$ cat src/rtl/triangle_receiver.sv
// -----------------------------------------------------------------------------
// triangle_receiver
//
// Consumer end of the mesh vertex fetcher's triangle stream. Each pulse on
// valid_in delivers a whole triangle (three homogeneous vertices plus an
// end-of-object flag). Triangles are buffered in a small FIFO and re-emitted
// one vertex per handshake on a valid/ready stream for the transform and
// projection stages.
//
// ready_out is asserted while at least two slots are free. The fetcher keeps
// at most one triangle in flight, so under protocol the FIFO never overflows.
//
// Parameters
//   DEPTH       FIFO depth in triangles (power of two, >= 2)
//   NUM_FACETS  expected triangles per object (used by the count check)
//
// Optional feature macro
//   TRIANGLE_RECEIVER_CHECK_EN  when defined, overflow_err and count_err are
//                               live sticky flags; otherwise both are tied 0.
//
// Ports
//   clk_in          system clock
//   rst_in          asynchronous, active-high reset
//   v1_in..v3_in    vertex words, [3]=x [2]=y [1]=z [0]=w
//   valid_in        one-cycle pulse, triangle present this cycle
//   obj_done_in     sampled with valid_in, last triangle of the object
//   ready_out       producer may launch one triangle the cycle after seeing 1
//   vertex_out      current vertex (0 while no vertex is valid)
//   vertex_idx_out  0/1/2 = v1/v2/v3 of the head triangle
//   last_out        vertex 2 of a triangle flagged obj_done
//   valid_out       vertex_out is valid
//   ready_in        downstream accepts the vertex when high with valid_out
//   tri_count_out   triangles accepted in the current object (saturating)
//   overflow_err    sticky: push attempted while the FIFO was full
//   count_err       sticky: object closed with a triangle count != NUM_FACETS
// -----------------------------------------------------------------------------
module triangle_receiver #(
  parameter int DEPTH      = 4,
  parameter int NUM_FACETS = 12
) (
  input  logic             clk_in,
  input  logic             rst_in,
  input  logic [3:0][31:0] v1_in,
  input  logic [3:0][31:0] v2_in,
  input  logic [3:0][31:0] v3_in,
  input  logic             valid_in,
  input  logic             obj_done_in,
  output logic             ready_out,
  output logic [3:0][31:0] vertex_out,
  output logic [1:0]       vertex_idx_out,
  output logic             last_out,
  output logic             valid_out,
  input  logic             ready_in,
  output logic [11:0]      tri_count_out,
  output logic             overflow_err,
  output logic             count_err
);

  localparam int PTR_W = $clog2(DEPTH);
  localparam int CNT_W = PTR_W + 1;

  localparam logic [CNT_W-1:0] FULL_CNT  = CNT_W'(DEPTH);
  localparam logic [CNT_W-1:0] READY_MAX = CNT_W'(DEPTH - 2);
  localparam logic [11:0]      TRI_MAX   = 12'hFFF;

  // Reject illegal configurations at elaboration time.
  if (DEPTH < 2 || (DEPTH & (DEPTH - 1)) != 0 || NUM_FACETS < 1) begin : g_bad_params
    $error("triangle_receiver: DEPTH must be a power of two >= 2, NUM_FACETS >= 1");
  end

  typedef struct packed {
    logic [3:0][31:0] v1;
    logic [3:0][31:0] v2;
    logic [3:0][31:0] v3;
    logic             obj_done;
  } entry_t;

  typedef enum logic {
    S_EMPTY = 1'b0,
    S_EMIT  = 1'b1
  } state_t;

  entry_t           mem [DEPTH];
  entry_t           head;
  entry_t           wr_entry;
  logic [PTR_W-1:0] wptr;
  logic [PTR_W-1:0] rptr;
  logic [CNT_W-1:0] count;
  logic [CNT_W-1:0] count_next;
  state_t           state;
  state_t           state_next;
  logic [1:0]       idx;
  logic [1:0]       idx_next;
  logic             push;
  logic             pop;
  logic [11:0]      tri_count;
  logic [3:0][31:0] head_word;

  // ---------------------------------------------------------------------------
  // FIFO control
  // ---------------------------------------------------------------------------
  // A push while full is dropped silently; the flag below records it.
  assign push      = valid_in && (count < FULL_CNT);
  assign pop       = (state == S_EMIT) && ready_in && (idx == 2'd2);
  assign ready_out = (count <= READY_MAX);
  assign head      = mem[rptr];
  assign wr_entry  = '{v1: v1_in, v2: v2_in, v3: v3_in, obj_done: obj_done_in};

  // Pushes are blocked at count == DEPTH, so a simultaneous push and pop can
  // only happen with at least one free slot: the written slot is never the head.
  always_comb begin
    unique case ({push, pop})
      2'b10:   count_next = count + 1'b1;
      2'b01:   count_next = count - 1'b1;
      default: count_next = count;
    endcase
  end

  always_ff @(posedge clk_in or posedge rst_in) begin
    if (rst_in) begin
      wptr  <= '0;
      rptr  <= '0;
      count <= '0;
    end else begin
      // NOTE: sequential state uses non-blocking assignments so every register
      // samples the pre-edge values, independent of statement order.
      if (push) wptr <= wptr + 1'b1;
      if (pop)  rptr <= rptr + 1'b1;
      count <= count_next;
    end
  end

  // NOTE: the triangle storage has no reset; pointers and count define which
  // entries are live, so stale contents are never observed.
  always_ff @(posedge clk_in) begin
    if (push) mem[wptr] <= wr_entry;
  end

  // ---------------------------------------------------------------------------
  // Per-object triangle counter
  // ---------------------------------------------------------------------------
  always_ff @(posedge clk_in or posedge rst_in) begin
    if (rst_in) begin
      tri_count <= '0;
    end else if (push) begin
      if (obj_done_in)            tri_count <= '0;
      else if (tri_count != TRI_MAX) tri_count <= tri_count + 1'b1;
    end
  end

  assign tri_count_out = tri_count;

  // ---------------------------------------------------------------------------
  // Serializer FSM
  // ---------------------------------------------------------------------------
  always_ff @(posedge clk_in or posedge rst_in) begin
    if (rst_in) begin
      state <= S_EMPTY;
      idx   <= '0;
    end else begin
      state <= state_next;
      idx   <= idx_next;
    end
  end

  // Transitions look at count_next so a triangle pushed into an empty FIFO is
  // presented in the very next cycle, and a pop that leaves another triangle
  // buffered continues without a bubble.
  always_comb begin
    // NOTE: defaults first, so every path assigns every output and no latch
    // is inferred.
    state_next = state;
    idx_next   = idx;
    unique case (state)
      S_EMPTY: begin
        if (count_next != '0) state_next = S_EMIT;
      end
      S_EMIT: begin
        if (ready_in) begin
          if (idx == 2'd2) begin
            idx_next = 2'd0;
            if (count_next == '0) state_next = S_EMPTY;
          end else begin
            idx_next = idx + 1'b1;
          end
        end
      end
      default: state_next = S_EMPTY;
    endcase
  end

  always_comb begin
    unique case (idx)
      2'd1:    head_word = head.v2;
      2'd2:    head_word = head.v3;
      default: head_word = head.v1;
    endcase
  end

  // Outputs are forced to zero while empty so the head slot's stale contents
  // never appear on the bus.
  assign valid_out      = (state == S_EMIT);
  assign vertex_out     = valid_out ? head_word : '0;
  assign vertex_idx_out = idx;
  assign last_out       = valid_out && (idx == 2'd2) && head.obj_done;

  // ---------------------------------------------------------------------------
  // Optional protocol checks
  // ---------------------------------------------------------------------------
`ifdef TRIANGLE_RECEIVER_CHECK_EN
  always_ff @(posedge clk_in or posedge rst_in) begin
    if (rst_in) begin
      overflow_err <= 1'b0;
      count_err    <= 1'b0;
    end else begin
      if (valid_in && (count == FULL_CNT)) overflow_err <= 1'b1;
      // Compare in 13 bits so a saturated count cannot alias NUM_FACETS.
      if (push && obj_done_in &&
          (({1'b0, tri_count} + 13'd1) != 13'(NUM_FACETS)))
        count_err <= 1'b1;
    end
  end
`else
  assign overflow_err = 1'b0;
  assign count_err    = 1'b0;
`endif

endmodule

$ cat config.mk
export PLATFORM = sky130hd
export DESIGN_NAME = triangle_receiver
export DESIGN_NICKNAME = d
export VERILOG_FILES = /design/src/rtl/triangle_receiver.sv
export SDC_FILE = /design/constraint.sdc
export NUM_CORES = 1
export LEC_CHECK = 0
export BUFFER_PORTS_ARGS = -buffer_cell sky130_fd_sc_hd__buf_4
export CAP_MARGIN = 30
export CORE_MARGIN = 8
export CORE_UTILIZATION = 48
export DETAILED_ROUTE_END_ITERATION = 6
export HOLD_SLACK_MARGIN = 0.03
export PLACE_DENSITY = 0.72
export SLEW_MARGIN = 25
export SYNTH_ARGS = -nofsm -noshare
export SYNTH_HDL_FRONTEND = slang
export SYNTH_SLANG_ARGS = --single-unit
export TNS_END_PERCENT = 100
$ cat constraint.sdc
create_clock -name clk_in -period 9.6 [get_ports clk_in]
set_input_delay 1.92 -clock clk_in [delete_from_list [all_inputs] [get_ports clk_in]]
set_output_delay 1.92 -clock clk_in [all_outputs]
set_load 0.005 [all_outputs]
### Yosys cells after proc, flatten, opt, wreduce, memory -nomap -nowiden

Memory sizes are Yosys's and may differ from the RTL's.
Index checks and enable logic that the tools add are counted.

| word-level totals | value |
|---|---|
| input port bits | 389 |
| bits in registers | 22 |
| output and inout bits | 147 |
| RAM bits | 1,540 |
| logic and storage cells | 44 |
| memories | 1 |

Memories:

| name | words | width | rd ports | clocked after memory_dff | write ports | line | text |
|---|---|---|---|---|---|---|---|
| mem | 4 | 385 | 1 | 0 | 1 | 83 | `entry_t mem [DEPTH];` |

| cells by class | value |
|---|---|
| mux-type cells | 13 |
| add/subtract/negate cells | 6 |
| eq/ne operators | 5 |
| reduce and logical (&&, ||, !) cells | 10 |
| bitwise logic cells | 1 |
| $lt $le $gt $ge | 2 |

Operator list:

| operator | count |
|---|---|
| 128-bit one-hot mux with 2 select lines | 1 |
| 128-bit 2-to-1 mux | 1 |
| 12-bit 2-to-1 mux | 2 |
| 12-bit by 1-bit adder with 12-bit output (second input constant) | 1 |
| 12-bit != test (second input constant) | 1 |
| 2-bit by 1-bit adder with 2-bit output (second input constant) | 3 |
| 1-bit 2-to-1 mux | 6 |
| 3-bit one-hot mux with 2 select lines | 1 |
| 1-bit logical AND | 5 |
| 2-bit by 1-bit equality test with 1-bit output (second input constant) | 2 |
| 2-bit equality test (second input constant) | 2 |
| 2-bit AND reduction | 2 |
| 3-bit by 1-bit adder with 3-bit output (second input constant) | 1 |
| 3-bit by 2-bit <= comparator with 1-bit output (second input constant) | 1 |
| 3-bit zero test | 1 |
| 3-bit less-than comparator (second input constant) | 1 |
| 3-bit nonzero test | 1 |
| 3-bit by 1-bit subtractor with 3-bit output (second input constant) | 1 |
| 2-bit 2-to-1 mux | 1 |
| 1-bit one-hot mux with 2 select lines | 1 |
| 2-bit nonzero test | 1 |
| 1-bit inverter | 1 |

### Longest topological paths before layout

| logic depth | value |
|---|---|
| word-level depth | 9 |
| depth in mapped cells | 10 |

### Worst setup path after synthesis

Ideal clock, no wire load.

| timing path | value |
|---|---|
| path kind | input port to flip-flop |
| from | input port valid_in |
| to | memory mem[0][0] (netlist name), enable pin |
| path buffers | 1 |
| arrival | 11,275 ps |
| slack | -2,473 ps |
| required time | 8,802 ps |
| setup time | 798 ps |
| cell stages on the path | 3 |
| cells stage by stage | nor2b_1 -> clkbuf_1 -> and2_1 |

| on the way | value |
|---|---|
| word-level cells in the longest chain between the ends | 3 |

RTL lines:

| element | line | text |
|---|---|---|
| start, declared | 46 | `input logic valid_in,` |
| 1-bit logical AND | 103 | `assign push = valid_in && (count < FULL_CNT);` |
| 1-bit 2-to-1 mux | 136 | `if (push) mem[wptr] <= wr_entry;` |
| 1-bit 2-to-1 mux (not written as such) | 136 |  |
| end, declared | 83 |  |

No other way between the ends.

==> results.md <==
- The flow ran to the end, and the final reports show no timing, DRC or antenna violations.
- sky130_fd_sc_hd__edfxtp_1 is the most common cell in the netlist.
- The sequential cells in the finished layout cover a total of between 0.04 and 0.05 mm^2.
- The buffer depth of the longest clock path is 3.
- The setup slack after layout is approximately 3.3 ns.
- The endpoint identified for the worst register-to-register timing path is valid_out.
- The number of enable-type register cells in the synthesized netlist is 1540.
- After clock tree synthesis, the clock-pin slew on the worst setup and hold paths is approximately 0.07 ns.
- The peak ir drop on the vdd network is 0.3790 mV.
- After synthesis, the cell types taking the most area are sky130_fd_sc_hd__edfxtp_1, sky130_fd_sc_hd__mux4_2, sky130_fd_sc_hd__mux2i_1.
- The critical path goes through buf_12 -> buf_4 -> mux4_2 -> a21oi_1 -> nor2_1 -> buf_4.
- The cell area after synthesis is between 0.05 and 0.06 mm^2.
- At the end of routability-driven placement, the weighted congestion stood at ~0.74.
- From synthesis to final layout, the design area changed by 18.03%.
- The number of nets with antenna violations after detailed routing is 0.
- Sorting the synthesized cells by how often they occur yields sky130_fd_sc_hd__edfxtp_1, sky130_fd_sc_hd__mux2i_1, sky130_fd_sc_hd__mux4_2.
- The final number of max-transition violations is 0.
- The die width is ~370 um.
- The share of Yosys cell area claimed by the top area cell type is 0.7737.
- The total leakage power is 23.82 nW.
- On the final layout, the worst clock skew is approximately 0.027 ns.
- The later pin in the worst-skew pair is clocked with a latency of 0.78 ns.
- The startpoint of the worst register-to-register path is vertex_idx_out[0].
- The wire length on met3 is about 11000 um.
- The area fraction in compound gates after synthesis is 0.04297.
- The synthesized netlist contains 45 unique library cells.
- The cell that appears most often on the critical path is sky130_fd_sc_hd__buf_4.
- The shortest period the worst path allows is about 6.3 ns.
- Of the post-synthesis cell area, the part taken by muxes is 0.1411.
- Entering global routing, the biggest net connects 139 pins.
- Across every metal layer, demand over resource in global routing totals 0.1948.
- Of the total synthesized cell area, the portion taken by XOR and XNOR cells is 0.0008792.
- The number of clock buffers added by TritonCTS is 159.
- The path category of the worst min-delay check is flip-flop to flip-flop.
- The uppermost metal layer occupied by signal nets is met5.
- Once placement completed, the tool counted placed cells totaling between 4000 and 5000.
- The number of search-and-repair iterations in the first detailed-routing pass is 5.
- The die is between 300 and 400 um tall.
- The initial utilization of the core area, before any placement, comes to 0.4835.
- The wire-length estimate of the detail-placed layout is 80060 um.
- In the final layout, the share of cells above drive strength 1 is 0.3001.
- The average vias per placed instance is roughly 5.8.
- For the worst setup path, the data required time is between 7 and 8 ns.
- The ratio of final minimum period to clock period is 0.6528.
- The worst reg-to-reg setup slack is approximately 6.5 ns.
- Data arrives at the worst endpoint at around 4.4 ns.
- The floorplan step defined a die boundary enclosing between 0.1 and 0.15 mm^2.
- The TritonCTS clock tree is yes.
- The filler cells instantiated in the layout total between 9000 and 10000.
- The number of DRC violations after detailed routing is 0.
- The detailed-route via count is about 30000.
- The synthesized design contains 1562 register bits.
- Setup repair after global routing left no endpoint under its margin.
- After clock tree synthesis, the flow added hold-fix buffers numbering 0.
- The start-to-end type of the worst setup path is flip-flop to output pin.
- The number of port buffers is 533.
- The global-route wire length before repair is between 200000 and 250000 um.
- The count of final setup violators is 0.
- Counting cells, the worst reg-to-reg path comes to 10.
- The number of H-tree branching levels is 4.
- The maximum fanout encountered on the critical timing path is 95.
- The worst slack after detailed placement is 4.047 ns.
- At the pin with the least slew margin, the transition time is roughly 1.2 ns.
- The sequential cell area fraction in the yosys report is 0.7829.
- The largest stage delay on the critical path is 0.92 ns.
- The number of setup buffers added after CTS is 0.
- Synthesis handed over a netlist of ~2900 instances.
- Counting instances, the worst hold path has a depth of 1.
- In this run the power density over the cells is about 310 mW/mm^2.
- The startpoint of the tightest hold check path is count[2].
- The number of resized instances in the post-cts repair step is 0.
- The top-level I/O count is around 540.
- The maximum frequency from static timing analysis is 159.6 MHz.
- The number of antenna violations at the first check in global routing is 41.
- The slowest stage of the critical path is the sky130_fd_sc_hd__dfrtp_4 cell.
- The sort of element at the end of the critical path is an output pin.
- The dominant combinational cell family by area after synthesis is multiplexers.
- Yosys printed 0 warnings.
- Detailed routing placed a total of 65130 um of wire on met2.
- The aggregate routed wire length is between 100000 and 150000 um.
- The average instance in the mapped netlist occupies approximately 21 um^2.
- The first routing iteration left 2510 violations.
- The final count of hold timing violations was 0.
- The sink count of the clock tree is ~1600.
- With fillers left out, the area of the finished cells amounts to just over 0.07 mm^2.
- Dividing the detail-routed wire length by the instance count gives 26.10 um.
- The biggest area contributor in the post-synthesis netlist is sky130_fd_sc_hd__edfxtp_1.
- The count of nets after finishing is around 3800.
- In this run the core area contains around 130 standard-cell rows.
- The area of the multi-input gates is 0.01200 mm^2.
- The clock root buffer master is sky130_fd_sc_hd__clkbuf_16.
- The number of global-route vias before repair is roughly 31000.
- Global routing finished with a remaining overflow of 0.
- The total area inside the core boundary comes to 0.1236 mm^2.
- Of the total synthesized cell area, the portion taken by AND, OR, NAND and NOR gates is 0.01248.
- In the synthesized netlist the async set-or-reset flop fraction comes to 0.01408.
- The most frequently used flop master after synthesis is sky130_fd_sc_hd__edfxtp_1.
- The end point of the most critical hold path is count[2].
- The headroom to the max-slew limit is 0.2301.
- The met1 wire length is between 50000 and 60000 um.
- The max-capacitance violation count is 0.
- Setup total negative slack on the finished layout was measured at 0 ns.
- Summing all placed instances gives a cell area of roughly 0.065 mm^2.
- The startpoint kind of the worst setup timing path is a flip-flop.
- The total power of the final layout is around 22 mW.
- Of the total synthesized cell area, the portion taken by full adders, half adders and majority gates is 0.002428.
- The filler-free cell count of the finished design is ~5200.
-- final cells by class --
class	instances	area share
Sequential cell	1562	0.6634
Multi-Input combinational cell	1121	0.1701
Timing Repair Buffer	576	0.06463
Clock buffer	195	0.05936
Tap cell	1637	0.02903
Clock inverter	89	0.01190
Antenna cell	24	0.0008513
Inverter	12	0.0006385
-- cell families after synthesis --
kind of cell,Yosys count
other,1
DFF,1562
AOI/OAI and AO/OA,405
xor gates and xnor gates,6
buffers and inverters,188
adders and majority gates,11
muxes,521
and+or+nand+nor,176
-- registers in the layout, indices dropped and copies added, names as in the netlist --
register	count
vertex_idx_out	2
wptr	2
tri_count_out	12
valid_out	1
count	3
rptr	2
mem	1540
-- stage by stage --
step | hold slack, ns | util
floorplan | 0.4807 | -
global placement | 0.5205 | 0.5289
detailed placement | 0.5184 | 0.5291
CTS | 0.5347 | 0.5698
global route | 0.5607 | 0.5703
finish | 0.5365 | 0.5706
-- metal layers --
metal / GRT usage / vias to the layer above
met5: 0 / -
met1: 0.2628 / 15810
met4: 0.05910 / 38
li1: - / 13100
met2: 0.3070 / 1040
met3: 0.05915 / 204
-- worst max-delay path: cells and delay by family, from the launching register on --
kind / cells / cell delay [ns]
simple gates: 1 / 0.08
flops: 1 / 0.92
mux: 1 / 0.59
buf+inv: 3 / 1.44
compound gates: 1 / 0.25
-- cells in the final DEF, fill, tap and decap left out, types with 6 or more instances in the layout --
cell / synthesis / final
sky130_fd_sc_hd__ha_1: 10 / 8
sky130_fd_sc_hd__o221ai_1: 128 / 128
sky130_fd_sc_hd__o21ai_0: 71 / 71
sky130_fd_sc_hd__buf_12: 0 / 15
sky130_fd_sc_hd__buf_4: 11 / 558
sky130_fd_sc_hd__clkinvlp_4: 0 / 6
sky130_fd_sc_hd__nand2_1: 11 / 10
sky130_fd_sc_hd__nor2_1: 135 / 135
sky130_fd_sc_hd__nand3_1: 7 / 7
sky130_fd_sc_hd__clkinv_1: 0 / 33
sky130_fd_sc_hd__diode_2: 0 / 24
sky130_fd_sc_hd__clkinv_2: 0 / 22
sky130_fd_sc_hd__clkbuf_16: 0 / 162
sky130_fd_sc_hd__a21oi_1: 131 / 131
sky130_fd_sc_hd__inv_1: 12 / 12
sky130_fd_sc_hd__bufinv_16: 0 / 12
sky130_fd_sc_hd__mux4_2: 257 / 257
sky130_fd_sc_hd__inv_6: 0 / 6
sky130_fd_sc_hd__clkbuf_1: 62 / 32
sky130_fd_sc_hd__o21ai_1: 61 / 61
sky130_fd_sc_hd__edfxtp_1: 1540 / 1540
sky130_fd_sc_hd__dfrtp_1: 22 / 19
sky130_fd_sc_hd__mux2i_1: 261 / 261
-- power breakdown --
part           internal [mW]  switching (mW)  total, mW
clock                   3.43            2.49       5.92
sequential              8.55           0.324       8.87
combinational           3.21            4.15       7.36
-- worst max-delay path by stage --
| stage | endpoint | start | slack (ns) |
|---|---|---|---|
| 6_report | vertex_out[44] | rptr[0] | 3.33 |
| 5_1_grt | vertex_out[44] | rptr[0] | 2.95 |
| 4_1_cts | vertex_out[44] | rptr[0] | 3.14 |
| 3_5_place_dp | vertex_out[44] | rptr[0] | 4.05 |
| 3_3_place_gp | vertex_out[44] | rptr[0] | 4.04 |
| 2_1_floorplan | mem[0][0] | valid_in | 1.86 |
No activity file was read; power rests on OpenSTA's default activity.
